[config.mk]
export PLATFORM = sky130hd
export DESIGN_NAME = note_scheduler
export DESIGN_NICKNAME = d
export VERILOG_FILES = /design/src/rtl/score_pkg.sv /design/src/rtl/note_fifo.sv /design/src/rtl/note_scheduler.sv
export SDC_FILE = /design/constraint.sdc
export NUM_CORES = 1
export LEC_CHECK = 0
export CAP_MARGIN = 20
export CORE_UTILIZATION = 65
export CTS_BUF_LIST = sky130_fd_sc_hd__clkbuf_2 sky130_fd_sc_hd__clkbuf_4 sky130_fd_sc_hd__clkbuf_8
export DETAILED_ROUTE_END_ITERATION = 6
export GPL_TIMING_DRIVEN = 1
export PLACE_DENSITY = 0.94
export SYNTH_ARGS = -nofsm -noshare
export SYNTH_HDL_FRONTEND = slang
export SYNTH_SLANG_ARGS = --single-unit
export TNS_END_PERCENT = 20
[constraint.sdc]
create_clock -name clk -period 15.42 [get_ports clk]
set_input_delay 1.542 -clock clk [delete_from_list [all_inputs] [get_ports clk]]
set_output_delay 1.542 -clock clk [all_outputs]
set_load 0.01 [all_outputs]
[src/rtl/score_pkg.sv]
// Shared types and helpers for the music-score note scheduler.
package score_pkg;

    localparam logic [3:0] DUR_EIGHTH  = 4'b0001;
    localparam logic [3:0] DUR_QUARTER = 4'b0010;
    localparam logic [3:0] DUR_HALF    = 4'b0100;
    localparam logic [3:0] DUR_WHOLE   = 4'b1000;

    localparam int NOTE_W  = 8;
    localparam int DUR_W   = 4;
    localparam int ENTRY_W = NOTE_W + DUR_W;

    typedef struct packed {
        logic [3:0] letter;
        logic [2:0] octave;
        logic       accidental;
    } note_t;

    typedef enum logic [1:0] {
        ST_IDLE    = 2'd0,
        ST_WAIT_VB = 2'd1,
        ST_COMMIT  = 2'd2,
        ST_CLEAR   = 2'd3
    } sched_state_t;

    // Number of staff columns a note of the given duration occupies.
    function automatic logic [2:0] dur_span(input logic [3:0] dur);
        case (dur)
            DUR_EIGHTH:  return 3'd1;
            DUR_QUARTER: return 3'd1;
            DUR_HALF:    return 3'd2;
            DUR_WHOLE:   return 3'd4;
            default:     return 3'd1;
        endcase
    endfunction

    // True when exactly one bit of the duration code is set.
    function automatic logic is_onehot4(input logic [3:0] d);
        return (d != 4'd0) && ((d & (d - 4'd1)) == 4'd0);
    endfunction

endpackage

[src/rtl/note_fifo.sv]
// Synchronous show-ahead FIFO holding pending {note, duration} events.
module note_fifo #(
    parameter int WIDTH = 12,
    parameter int DEPTH = 8
) (
    input  logic                     clk,
    input  logic                     reset,
    input  logic                     push,
    input  logic [WIDTH-1:0]         wr_data,
    input  logic                     pop,
    output logic [WIDTH-1:0]         rd_data,
    output logic                     full,
    output logic                     empty,
    output logic [$clog2(DEPTH):0]   count
);

    localparam int PTR_W = $clog2(DEPTH);
    localparam logic [PTR_W:0] DEPTH_LIM = (PTR_W + 1)'(DEPTH);

    logic [WIDTH-1:0] mem_q [DEPTH];
    logic [PTR_W-1:0] wr_ptr_q, wr_ptr_d;
    logic [PTR_W-1:0] rd_ptr_q, rd_ptr_d;
    logic [PTR_W:0]   count_q, count_d;
    logic             do_push, do_pop;

    assign full    = (count_q == DEPTH_LIM);
    assign empty   = (count_q == '0);
    assign count   = count_q;
    assign rd_data = mem_q[rd_ptr_q];

    // Qualify requests against occupancy and advance pointers and count.
    always_comb begin
        do_push  = push & ~full;
        do_pop   = pop & ~empty;
        wr_ptr_d = do_push ? wr_ptr_q + PTR_W'(1) : wr_ptr_q;
        rd_ptr_d = do_pop  ? rd_ptr_q + PTR_W'(1) : rd_ptr_q;
        count_d  = count_q;
        case ({do_push, do_pop})
            2'b10:   count_d = count_q + (PTR_W + 1)'(1);
            2'b01:   count_d = count_q - (PTR_W + 1)'(1);
            default: count_d = count_q;
        endcase
    end

    // Pointer and occupancy registers; reset empties the buffer.
    always_ff @(posedge clk) begin
        if (reset) begin
            wr_ptr_q <= '0;
            rd_ptr_q <= '0;
            count_q  <= '0;
        end else begin
            wr_ptr_q <= wr_ptr_d;
            rd_ptr_q <= rd_ptr_d;
            count_q  <= count_d;
        end
    end

    // Storage array; contents are only meaningful below the count, so no reset.
    always_ff @(posedge clk) begin
        if (do_push) begin
            mem_q[wr_ptr_q] <= wr_data;
        end
    end

endmodule

[src/rtl/note_scheduler.sv]
// Buffers note events and commits one per frame during vertical blanking,
// assigning each a staff position and clearing the page when it fills.
module note_scheduler
    import score_pkg::*;
#(
    parameter int FIFO_DEPTH     = 8,
    parameter int SLOTS_PER_LINE = 16,
    parameter int LINES          = 4
) (
    input  logic                              clk,
    input  logic                              reset,
    input  logic [7:0]                        note_in,
    input  logic [3:0]                        duration_in,
    input  logic                              new_note,
    input  logic                              vblank_start,
    output logic [7:0]                        note_out,
    output logic [3:0]                        duration_out,
    output logic [$clog2(SLOTS_PER_LINE)-1:0] slot_col,
    output logic [$clog2(LINES)-1:0]          slot_line,
    output logic                              note_valid,
    output logic                              clear_page,
    output logic [$clog2(FIFO_DEPTH):0]       fifo_count,
    output logic                              overflow,
    output logic                              bad_dur
);

    localparam int COL_W  = $clog2(SLOTS_PER_LINE);
    localparam int LINE_W = $clog2(LINES);
    localparam logic [COL_W:0]  SLOTS_LIM = (COL_W + 1)'(SLOTS_PER_LINE);
    localparam logic [LINE_W:0] LINES_LIM = (LINE_W + 1)'(LINES);

    // Edge detect and push qualification
    logic new_prev_q, new_prev_d;
    logic candidate, dur_ok, push_ok, pop;

    // FIFO interface
    logic               fifo_full, fifo_empty;
    logic [ENTRY_W-1:0] head;
    note_t              head_note;
    logic [3:0]         head_dur;

    // Placement arithmetic
    logic [COL_W:0]   span_w, place_sum, next_sum;
    logic             fits, page_full;
    logic [COL_W-1:0] place_col;
    logic [LINE_W:0]  place_line;

    // State, cursor and registered outputs
    sched_state_t     state_q, state_d;
    logic [COL_W-1:0] cur_col_q, cur_col_d;
    logic [LINE_W:0]  cur_line_q, cur_line_d;
    logic [7:0]       note_out_q, note_out_d;
    logic [3:0]       duration_out_q, duration_out_d;
    logic [COL_W-1:0] slot_col_q, slot_col_d;
    logic [LINE_W-1:0] slot_line_q, slot_line_d;
    logic             note_valid_q, note_valid_d;
    logic             clear_page_q, clear_page_d;
    logic             overflow_q, overflow_d;
    logic             bad_dur_q, bad_dur_d;

    note_fifo #(
        .WIDTH (ENTRY_W),
        .DEPTH (FIFO_DEPTH)
    ) u_fifo (
        .clk     (clk),
        .reset   (reset),
        .push    (push_ok),
        .wr_data ({note_in, duration_in}),
        .pop     (pop),
        .rd_data (head),
        .full    (fifo_full),
        .empty   (fifo_empty),
        .count   (fifo_count)
    );

    // Rising-edge detect on new_note and validation of the incoming event.
    always_comb begin
        new_prev_d = new_note;
        candidate  = new_note & ~new_prev_q;
        dur_ok     = is_onehot4(duration_in);
        push_ok    = candidate & dur_ok & ~fifo_full;
        overflow_d = overflow_q | (candidate & dur_ok & fifo_full);
        bad_dur_d  = bad_dur_q | (candidate & ~dur_ok);
    end

    // Where the FIFO head would land given the current cursor. The cursor line
    // is one bit wider so "one past the last line" marks a full page.
    always_comb begin
        head_note  = note_t'(head[ENTRY_W-1:DUR_W]);
        head_dur   = head[DUR_W-1:0];
        span_w     = (COL_W + 1)'(dur_span(head_dur));
        place_sum  = {1'b0, cur_col_q} + span_w;
        fits       = (place_sum <= SLOTS_LIM);
        place_col  = fits ? cur_col_q : '0;
        place_line = fits ? cur_line_q : cur_line_q + (LINE_W + 1)'(1);
        page_full  = (place_line >= LINES_LIM);
        next_sum   = {1'b0, place_col} + span_w;
    end

    // Scheduler FSM: the commit or clear happens on the vblank edge, so the
    // COMMIT and CLEAR states are the single cycle in which the pulse is seen.
    always_comb begin
        state_d        = state_q;
        pop            = 1'b0;
        cur_col_d      = cur_col_q;
        cur_line_d     = cur_line_q;
        note_out_d     = note_out_q;
        duration_out_d = duration_out_q;
        slot_col_d     = slot_col_q;
        slot_line_d    = slot_line_q;
        note_valid_d   = 1'b0;
        clear_page_d   = 1'b0;
        case (state_q)
            ST_IDLE: begin
                if (!fifo_empty || push_ok) begin
                    state_d = ST_WAIT_VB;
                end
            end
            ST_WAIT_VB: begin
                if (fifo_empty) begin
                    state_d = ST_IDLE;
                end else if (vblank_start) begin
                    if (page_full) begin
                        clear_page_d = 1'b1;
                        cur_col_d    = '0;
                        cur_line_d   = '0;
                        state_d      = ST_CLEAR;
                    end else begin
                        pop            = 1'b1;
                        note_valid_d   = 1'b1;
                        note_out_d     = head_note;
                        duration_out_d = head_dur;
                        slot_col_d     = place_col;
                        slot_line_d    = place_line[LINE_W-1:0];
                        if (next_sum == SLOTS_LIM) begin
                            cur_col_d  = '0;
                            cur_line_d = place_line + (LINE_W + 1)'(1);
                        end else begin
                            cur_col_d  = next_sum[COL_W-1:0];
                            cur_line_d = place_line;
                        end
                        state_d = ST_COMMIT;
                    end
                end
            end
            ST_COMMIT: begin
                state_d = (!fifo_empty || push_ok) ? ST_WAIT_VB : ST_IDLE;
            end
            ST_CLEAR: begin
                state_d = ST_WAIT_VB;
            end
            default: begin
                state_d = ST_IDLE;
            end
        endcase
    end

    // State, cursor, flag and output registers with synchronous reset.
    always_ff @(posedge clk) begin
        if (reset) begin
            state_q        <= ST_IDLE;
            new_prev_q     <= 1'b1;
            cur_col_q      <= '0;
            cur_line_q     <= '0;
            note_out_q     <= '0;
            duration_out_q <= '0;
            slot_col_q     <= '0;
            slot_line_q    <= '0;
            note_valid_q   <= 1'b0;
            clear_page_q   <= 1'b0;
            overflow_q     <= 1'b0;
            bad_dur_q      <= 1'b0;
        end else begin
            state_q        <= state_d;
            new_prev_q     <= new_prev_d;
            cur_col_q      <= cur_col_d;
            cur_line_q     <= cur_line_d;
            note_out_q     <= note_out_d;
            duration_out_q <= duration_out_d;
            slot_col_q     <= slot_col_d;
            slot_line_q    <= slot_line_d;
            note_valid_q   <= note_valid_d;
            clear_page_q   <= clear_page_d;
            overflow_q     <= overflow_d;
            bad_dur_q      <= bad_dur_d;
        end
    end

    assign note_out     = note_out_q;
    assign duration_out = duration_out_q;
    assign slot_col     = slot_col_q;
    assign slot_line    = slot_line_q;
    assign note_valid   = note_valid_q;
    assign clear_page   = clear_page_q;
    assign overflow     = overflow_q;
    assign bad_dur      = bad_dur_q;

endmodule

# Yosys cells after proc, flatten, opt, wreduce, memory -nomap -nowiden
# Memory sizes are Yosys's and may differ from the RTL's. A register that Yosys moved wholly into a read port is not among the register bits.
# Index checks and enable logic that the tools add are counted.
# word_totals
regBits,42
ram_bits,96
input_bits,16
output_inout_bits,26
word_cells,90
n_memories,1
# classes
n_addsub,9
magnitude_cmp,2
n_eq_ne,11
mux,23
bitwise_logic,17
reduce_logical,12
# mem_list
memory,words,word_bits,rd,rd_clocked_by_memory_dff,wr,line,source
u_fifo.mem_q,8,12,1,1,1,note_fifo.sv:20,logic [WIDTH-1:0] mem_q [DEPTH];
# ops
op,count
3-bit 2-to-1 mux,5
"3-bit by 1-bit adder with 3-bit output, second input constant",4
4-bit 2-to-1 mux,3
4-bit by 3-bit adder with 5-bit output,2
1-bit 2-to-1 mux,9
"4-bit == test, second input constant",2
4-bit zero test,2
2-bit one-hot mux with 4 select lines,1
4-bit one-hot mux with 2 select lines,1
"4-bit by 1-bit subtractor with 4-bit output, second input constant",2
1-bit AND,7
1-bit inverter,7
"2-bit == test, second input constant",3
2-bit 2-to-1 mux,3
3-bit one-hot mux with 2 select lines,1
"5-bit == test, second input constant",1
"5-bit less-or-equal comparator, second input constant",1
"4-bit by 1-bit adder with 4-bit output, second input constant",1
4-bit AND,1
"2-bit by 1-bit == test with 1-bit output, second input constant",2
"4-bit by 3-bit == test with 1-bit output, second input constant",1
4-bit AND reduction,1
4-bit nonzero test,1
4-bit OR reduction,1
other kinds (11),12

# Longest topological paths before layout
# Gate-level depths: netlist of the first run.
# logic_depth
ltp_word,13
depth_mapped,26

# Hierarchy
# Synthesis of the first run repeated with hierarchy kept, for this count alone.
# unflattened
hier_cells,432
hier_area_um2,6299.8
# by_module_without_submodules
mod,n_inst,cells_per_inst,area_each_um2,seq_area_each_um2
note_fifo,1,213,4357.9,3143.0
note_scheduler,1,219,1941.9,640.6

# Least setup slack after synthesis of the first run
# Ideal clock, no wire load.
# synth_path
path_type,register -> register
startpoint,register with a tool-made name
endpoint,register cur_line_q[0]
setup_time_ns,0.075
t_arrival_ns,4.862
required_ns,15.345
path_slack_ns,10.483
stages_incl_launch_ff,25
n_path_buf,6
period_less_slack_ns,4.937
path_cell_list,dfxtp_1 > buf_4 > buf_6 > mux4_2 > mux2i_1 > and4_1 > buf_4 > buf_6 > nor2_1 > ha_1 > ha_1 > nor2_1 > a21boi_0 > nor2_1 > mux2i_1 > buf_2 > and2_1 > ha_1 > clkbuf_1 > and3_1 > a41o_1 > a311oi_1 > nor2_1 > o31a_1 > o22ai_1
# synth_lines
element,line,source
end signal: assignment,note_scheduler.sv:177,cur_line_q <= cur_line_d;
end: declaration,note_scheduler.sv:51,"logic [LINE_W:0] cur_line_q, cur_line_d;"

==> results of run 1 <==
==> layer usage <==
metal  GRT usage  vias to the layer above  part of all wire  wire, um
li1            -                     1703                 -         -
met1      0.3658                     1913              0.37      4947
met3     0.07163                       31             0.081      1085
met2      0.5125                      235              0.52      6983
met4      0.1206                        0             0.022       299
met5           0                        -                 0         0
==> worst max path at each step <==
stage,cells past startpoint,startpoint,endpoint
6_report,19,flip-flop,cur_line_q[0]
2_1_floorplan,24,flip-flop,cur_line_q[0]
3_3_place_gp,18,flip-flop,cur_line_q[0]
5_1_grt,20,flip-flop,u_fifo.count[2]
4_1_cts,18,flip-flop,cur_line_q[0]
3_5_place_dp,18,flip-flop,cur_line_q[0]
==> cell usage after synthesis, drive strengths merged (4+ instances only) <==
cell    count  area [um^2]
clkbuf      8        31.28
nor2       38        142.6
a21o        4        30.03
a21oi      14        70.07
dfxtp      45        900.9
inv         9        33.78
and2        6        40.04
xnor2       5        43.79
mux4       24        540.5
a211oi     12        130.1
xor2        7        61.31
buf        14        108.8
nor3b       5        37.54
nand2      26        97.59
o21ai      13        65.06
nor2b       5        31.28
ha         16        200.2
nand3       5        25.02
a31oi       4        25.02
nor3        6        30.03
edfxtp     96         2883
mux2i      17        170.2
==> area by class of cell <==
type                            instances  area, um^2
Clock inverter                         15       171.4
Timing Repair Buffer                   52       500.5
Tap cell                              108       135.1
Fill cell                             458        1888
Multi-Input combinational cell        248        2093
Clock buffer                           17       234.0
Sequential cell                       141        3784
Inverter                               10       42.54
==> flip-flops by register name (all words and copies together) (netlist names), named ones only <==
register,flops
clear_page,1
state_q,2
note_out,8
slot_line,2
new_prev_q,1
duration_out,4
bad_dur,1
slot_col,4
note_valid,1
overflow,1
u_fifo.mem_q,96
cur_col_q,4
u_fifo.rd_ptr_q,3
u_fifo.count,4
cur_line_q,3
u_fifo.wr_ptr_q,3
==> worst min-delay path, cell delays in order, from the launching register on <==
cell and delay, ns:
dfxtp_1 0.32, nand2_1 0.05, a21oi_1 0.05
==> kinds of logic after synthesis <==
group                      count (synthesis)
muxes                                     43
DFF                                      141
AOI/OAI and AO/OA                         71
buffers and inverters                     32
xor gates and xnor gates                  12
adders and majority gates                 16
and+or+nand+nor                          106
==> layout by cell type (no fill, tap or decap), types with 4 or more instances in the layout <==
cell type and count:
edfxtp_1 96, dfxtp_1 45, clkdlybuf4s50_1 41, nor2_1 38, nand2_1 26, mux4_2 24
mux2i_1 17, clkbuf_8 17, ha_1 16, a21oi_1 14, o21ai_0 13, inv_1 9
buf_4 9, a211oi_2 8, xor2_1 7, nor3_1 6, inv_6 6, nor2b_1 5
and2_1 5, xnor2_1 5, nand3_1 5, a21o_1 4, a31oi_1 4, a211oi_1 4
==> per-stage QoR <==
| stage | cell area (um^2) | hold slack [ns] | std cells | util | total power [mW] |
|---|---|---|---|---|---|
| global route | 6960 | 0.4827 | 591 | 0.7866 | 0.7536 |
| detailed placement | 6536 | 0.4534 | 557 | 0.7387 | 0.4437 |
| finish | 6960 | 0.4584 | 591 | 0.7866 | 0.7326 |
| floorplan | 6045 | 0.4453 | 421 | - | 0.4308 |
| global placement | 6525 | 0.4399 | 556 | 0.7374 | 0.4416 |
| CTS | 6942 | 0.4633 | 589 | 0.7845 | 0.7337 |
==> power breakdown <==
part | switching [mW] | total [mW] | internal, mW
clock | 0.160 | 0.297 | 0.136
combinational | 0.0166 | 0.0286 | 0.0120
sequential | 0.00177 | 0.407 | 0.405
total | 0.179 | 0.733 | 0.554
==> run_results.csv, run 1 <==
group,metric,value,unit
run_status,status,"finished, violations left",
run_status,violations,"DRC",
layout,diodes,0,
critical_path,rr_endpoint,"cur_line_q[0]",
hold_path,holdPathStages,2,
drt,ant_nets,0,
global_routing,grt_start_max_net_pins,40,
synth,synth_mux_area_frac,0.1213,
synth,syn_avg_cell_area,14.36,um^2
synth,synth_cell_types,54,
placed_design,gp_congestion,0.8890,
synth,synth-compound-area-share,0.08673,
sta,final_max_slew_viol_count,0,
drt,drtIter0Drc,329,
drt,wl_per_cell,22.53,um
hold_path,min_path_type,"reg -> reg",
floorplan,initial_core_util,0.6831,
global_routing,grt_pass1_wl,20910,um
sta,relSlewSlack,0.3039,
clock_network,cts_root_buffer,"clkbuf_8",
sta,setup_slack,9.368,ns
critical_path,critPathSlowestCell,"dfxtp_1",
clock_network,tritoncts,"done",
critical_path,crit_chain,"mux4_2, mux2i_1, and4_1, nor2_1, ha_1, ha_1, and2_1, a221o_1, a21oi_1, mux2i_1, buf_4, and2_1, ha_1, and3_1, a41o_1, a311oi_1, nor2_1, o31a_1, o22ai_1",
run,drv_cap,0,
critical_path,path_delay_family,"simple AND/OR/NAND/NOR gates",
sta,hold_violations,0,
synth,async_reset_ff_frac,0,
critical_path,cp_slowest_stage_delay,0.93,ns
synth,yosys_warnings,0,
clock_network,clk_latency,0.44,ns
sta,fin_skew,0.01482,ns
drt,drt_wl_total,13320,um
synth,synth_edf_count,96,
power_and_ir_drop,power.leakage,2.386,nW
synth,synth-xor-area-share,0.01739,
clock_network,hold_buffers,0,
drt,dr.pass1.iters,7,
layout,drive_gt1_frac,0.1801,
layout,nets,502,
sta,fmax,165.2,MHz
floorplan,core,8848,um^2
critical_path,end_kind,"flip-flop",
clock_network,cts_made_buffers,17,
clock_network,clock_sinks,141,
global_routing,antenna_found_initial,0,
clock_network,cts_resized,0,
floorplan,die_x,98.43,um
global_routing,grt-ovfl-total,0,
placed_design,hpwlAfterDp,8245,um
drt,drcViolationCount,3,
drt,vias_per_cell,6.569,
critical_path,crit_fanout,16,
synth,netlist_area,6045,um^2
synth,ys_ff_latch,141,
floorplan,io_pins,42,
synth,synth-seq-area-share,0.6260,
critical_path,rrSetupSlack,9.37,ns
sta,finalCritPeriodShare,0.3924,
global_routing,track_usage,0.2979,
synth,syn_nets,453,
hold_path,min_to,"slot_col[3]",
floorplan,rows,34,
sta,worst_pin_slew,1.043,ns
critical_path,r2r_cells,19,
critical_path,worst-endpoint-arrival,6.41,ns
clock_network,post_cts_buffers,0,
sta,layout_min_cycle_time,6.052,ns
floorplan,fp.dieH,98.43,um
synth,synth_flop_cell,"edfxtp_1",
clock_network,cts_max_path_buffers,2,
hold_path,worstHoldStart,"slot_col[3]",
placed_design,port_buffers,41,
synth,syn-instance-count,421,
floorplan,dieArea,9688,um^2
critical_path,cp-start-kind,"flip-flop",
clock_network,htreeDepth,4,
synth,synthAdderAreaFrac,0.03312,
placed_design,post-place-ws,9.269,ns
sta,finalSetupViolations,0,
sta,fin_tns_setup,0,ns
power_and_ir_drop,peakVddDrop,0.1034,mV
global_routing,first_global_vias,3915,
critical_path,worst_path_most_repeated_cell,"ha_1",
clock_network,clk_pin_slew_worst_paths,0.09,ns
synth,synth_simple_gate_area_frac,0.08528,
drt,vias,3882,
power_and_ir_drop,power_density,105.3,nW/um^2
synth,synth_top_family_by_area,"multiplexers",
critical_path,timing.critical_path.buf_inv,1,
layout,area_delta_synth_final,15.15,%
critical_path,cp.required,15.77,ns
sta,rsz0062_at_grt,"no",
critical_path,crit_type,"reg -> reg",
Power figures use the tool's default switching activity.
==> inputs of run 2 (changes only) <==
Settings changed: CORE_UTILIZATION 65 to 55, PLACE_DENSITY 0.94 to 0.85.
Clock period 15.42 ns to 5.1 ns, I/O delays scaled along.
==> run_results.csv, run 2 (same netlist as run 1, synthesis figures left out) <==
group,metric,value,unit
run_status,status,"completed",
layout,fillers,649,
sta,layout_min_cycle_time,5.039,ns
sta,fin_skew,0.009616,ns
drt,vias_per_cell,6.057,
power_and_ir_drop,peakVddDrop,0.1675,mV
hold_path,min_to,"slot_line[0]",
layout,nets,516,
placed_design,place_area,6645,um^2
floorplan,rows,37,
floorplan,die_x,106.8,um
layout,regMostFlops,"u_fifo.mem_q",
sta,worst_pin_slew,0.7103,ns
global_routing,antenna_found_initial,0,
global_routing,grt_pass1_wl,19400,um
floorplan,core,10510,um^2
hold_path,min_path_type,"reg -> reg",
power_and_ir_drop,power.leakage,2.489,nW
floorplan,fp.dieH,106.8,um
hold_path,worstHoldStart,"slot_line[0]",
drt,ant_nets,0,
floorplan,io_pins,42,
drt,wl_per_cell,19.69,um
power_and_ir_drop,power_density,320.5,nW/um^2
drt,vias,3834,
critical_path,cp.required,5.47,ns
global_routing,grt-ovfl-total,0,
sta,fin_tns_setup,0,ns
layout,fin_area,7212,um^2
clock_network,clock_sinks,141,
clock_network,cts_made_buffers,17,
drt,drtIter0Drc,342,
clock_network,htreeDepth,4,
layout,mostFrequentLayoutCells,"96 x edfxtp_1, 45 x dfxtp_1, 41 x clkdlybuf4s50_1",
critical_path,crit_type,"reg -> reg",
sta,hold_violations,0,
clock_network,clk_latency,0.45,ns
layout,largest_register_ffs,96,
clock_network,cts_root_buffer,"clkbuf_8",
sta,finalCritPeriodShare,0.9880,
critical_path,worst-endpoint-arrival,5.41,ns
layout,diodes,0,
placed_design,hpwlAfterDp,7636,um
placed_design,port_buffers,41,
run,drv_cap,0,
global_routing,track_usage,0.2310,
layout,drive_gt1_frac,0.2274,
hold_path,holdPathStages,2,
floorplan,dieArea,11410,um^2
global_routing,grt_start_max_net_pins,40,
sta,finalSetupViolations,0,
sta,relSlewSlack,0.5222,
critical_path,rrSetupSlack,0.06,ns
clock_network,hold_buffers,0,
placed_design,gp_congestion,0.8782,
layout,fin_util,0.6863,
clock_network,clk_pin_slew_worst_paths,0.07,ns
sta,final_max_slew_viol_count,0,
critical_path,crit_fanout,6,
drt,dr.pass1.iters,6,
layout,area_delta_synth_final,19.31,%
critical_path,end_kind,"flip-flop",
drt,drcViolationCount,0,
global_routing,first_global_vias,3752,
floorplan,initial_core_util,0.5752,
critical_path,rr_endpoint,"cur_line_q[0]",
critical_path,r2r_cells,21,
layout,final_common_cell,"edfxtp_1",
sta,fmax,198.5,MHz
clock_network,cts_max_path_buffers,2,
drt,drt_wl_total,12460,um
clock_network,tritoncts,"done",
critical_path,cp-start-kind,"flip-flop",
## run 2: layer usage
metal / vias up / GRT usage / routed length [um] / share of wire
met1: 1885 / 0.3004 / 4971 / 0.40
li1: 1723 / - / - / -
met3: 30 / 0.06140 / 959 / 0.077
met4: 0 / 0.09295 / 272 / 0.022
met5: - / 0 / 0 / 0
met2: 196 / 0.3705 / 6258 / 0.50
## run 2: timing repair
action / CTS / global route
endpoints found under the setup margin: 1 / 5
setup buffers: 0 / 5
endpoints found under the hold margin: 0 / 0
pin swaps: 0 / 5
resized for setup: 2 / 19
## run 2: worst max path at each step
| stage | depth (start not counted) | startpoint | end | slack, ns |
|---|---|---|---|---|
| after floorplan | 24 | flip-flop | cur_line_q[0] | 0.16 |
| after global placement | 20 | flip-flop | cur_line_q[0] | 0.33 |
| after detailed placement | 21 | flip-flop | cur_line_q[0] | 0.14 |
| after CTS | 21 | flip-flop | cur_line_q[0] | 0.02 |
| after global routing | 22 | flip-flop | cur_line_q[0] | -0.14 |
| final | 21 | flip-flop | cur_line_q[0] | 0.06 |
## run 2: power by group
group	internal [mW]	switching, mW
Combinational	0.0388	0.0504
Sequential	1.23	0.00517
Clock	0.564	0.428
## run 2: layout make-up
class / count / area (um^2) / area share
well taps: 136 / 170.2 / 0.02359
multi-input cells: 248 / 2161 / 0.2996
inverters: 10 / 42.54 / 0.005899
clock buffers: 20 / 262.8 / 0.03643
flip-flops and latches: 141 / 3784 / 0.5246
repair buffers: 66 / 605.6 / 0.08397
clock inverters: 12 / 186.4 / 0.02585
## run 2: worst max-delay path: stages, from the launching register on
cell	delay, ns
dfxtp_1	0.35
buf_6	0.14
clkbuf_4	0.19
mux4_2	0.52
mux2i_2	0.25
and4_1	0.28
nor2_1	0.08
ha_1	0.20
ha_2	0.20
and2_1	0.17
a221o_1	0.34
a21oi_4	0.20
mux2i_4	0.11
and2_1	0.20
ha_1	0.22
ha_1	0.26
and3_1	0.17
a41o_1	0.22
a311oi_2	0.37
nor2_2	0.11
o31a_1	0.25
o22ai_1	0.13
## run 2: metrics by stage
step	hold slack (ns)	total power, mW	worst slack (ns)	instances
final	0.4568	2.312	0.06143	633
after floorplan	0.4453	1.303	0.1635	421
after global placement	0.4390	1.336	0.3280	596
after detailed placement	0.4517	1.341	0.1362	596
after CTS	0.4622	2.320	0.02205	628
after global routing	0.4755	2.384	-0.1394	633
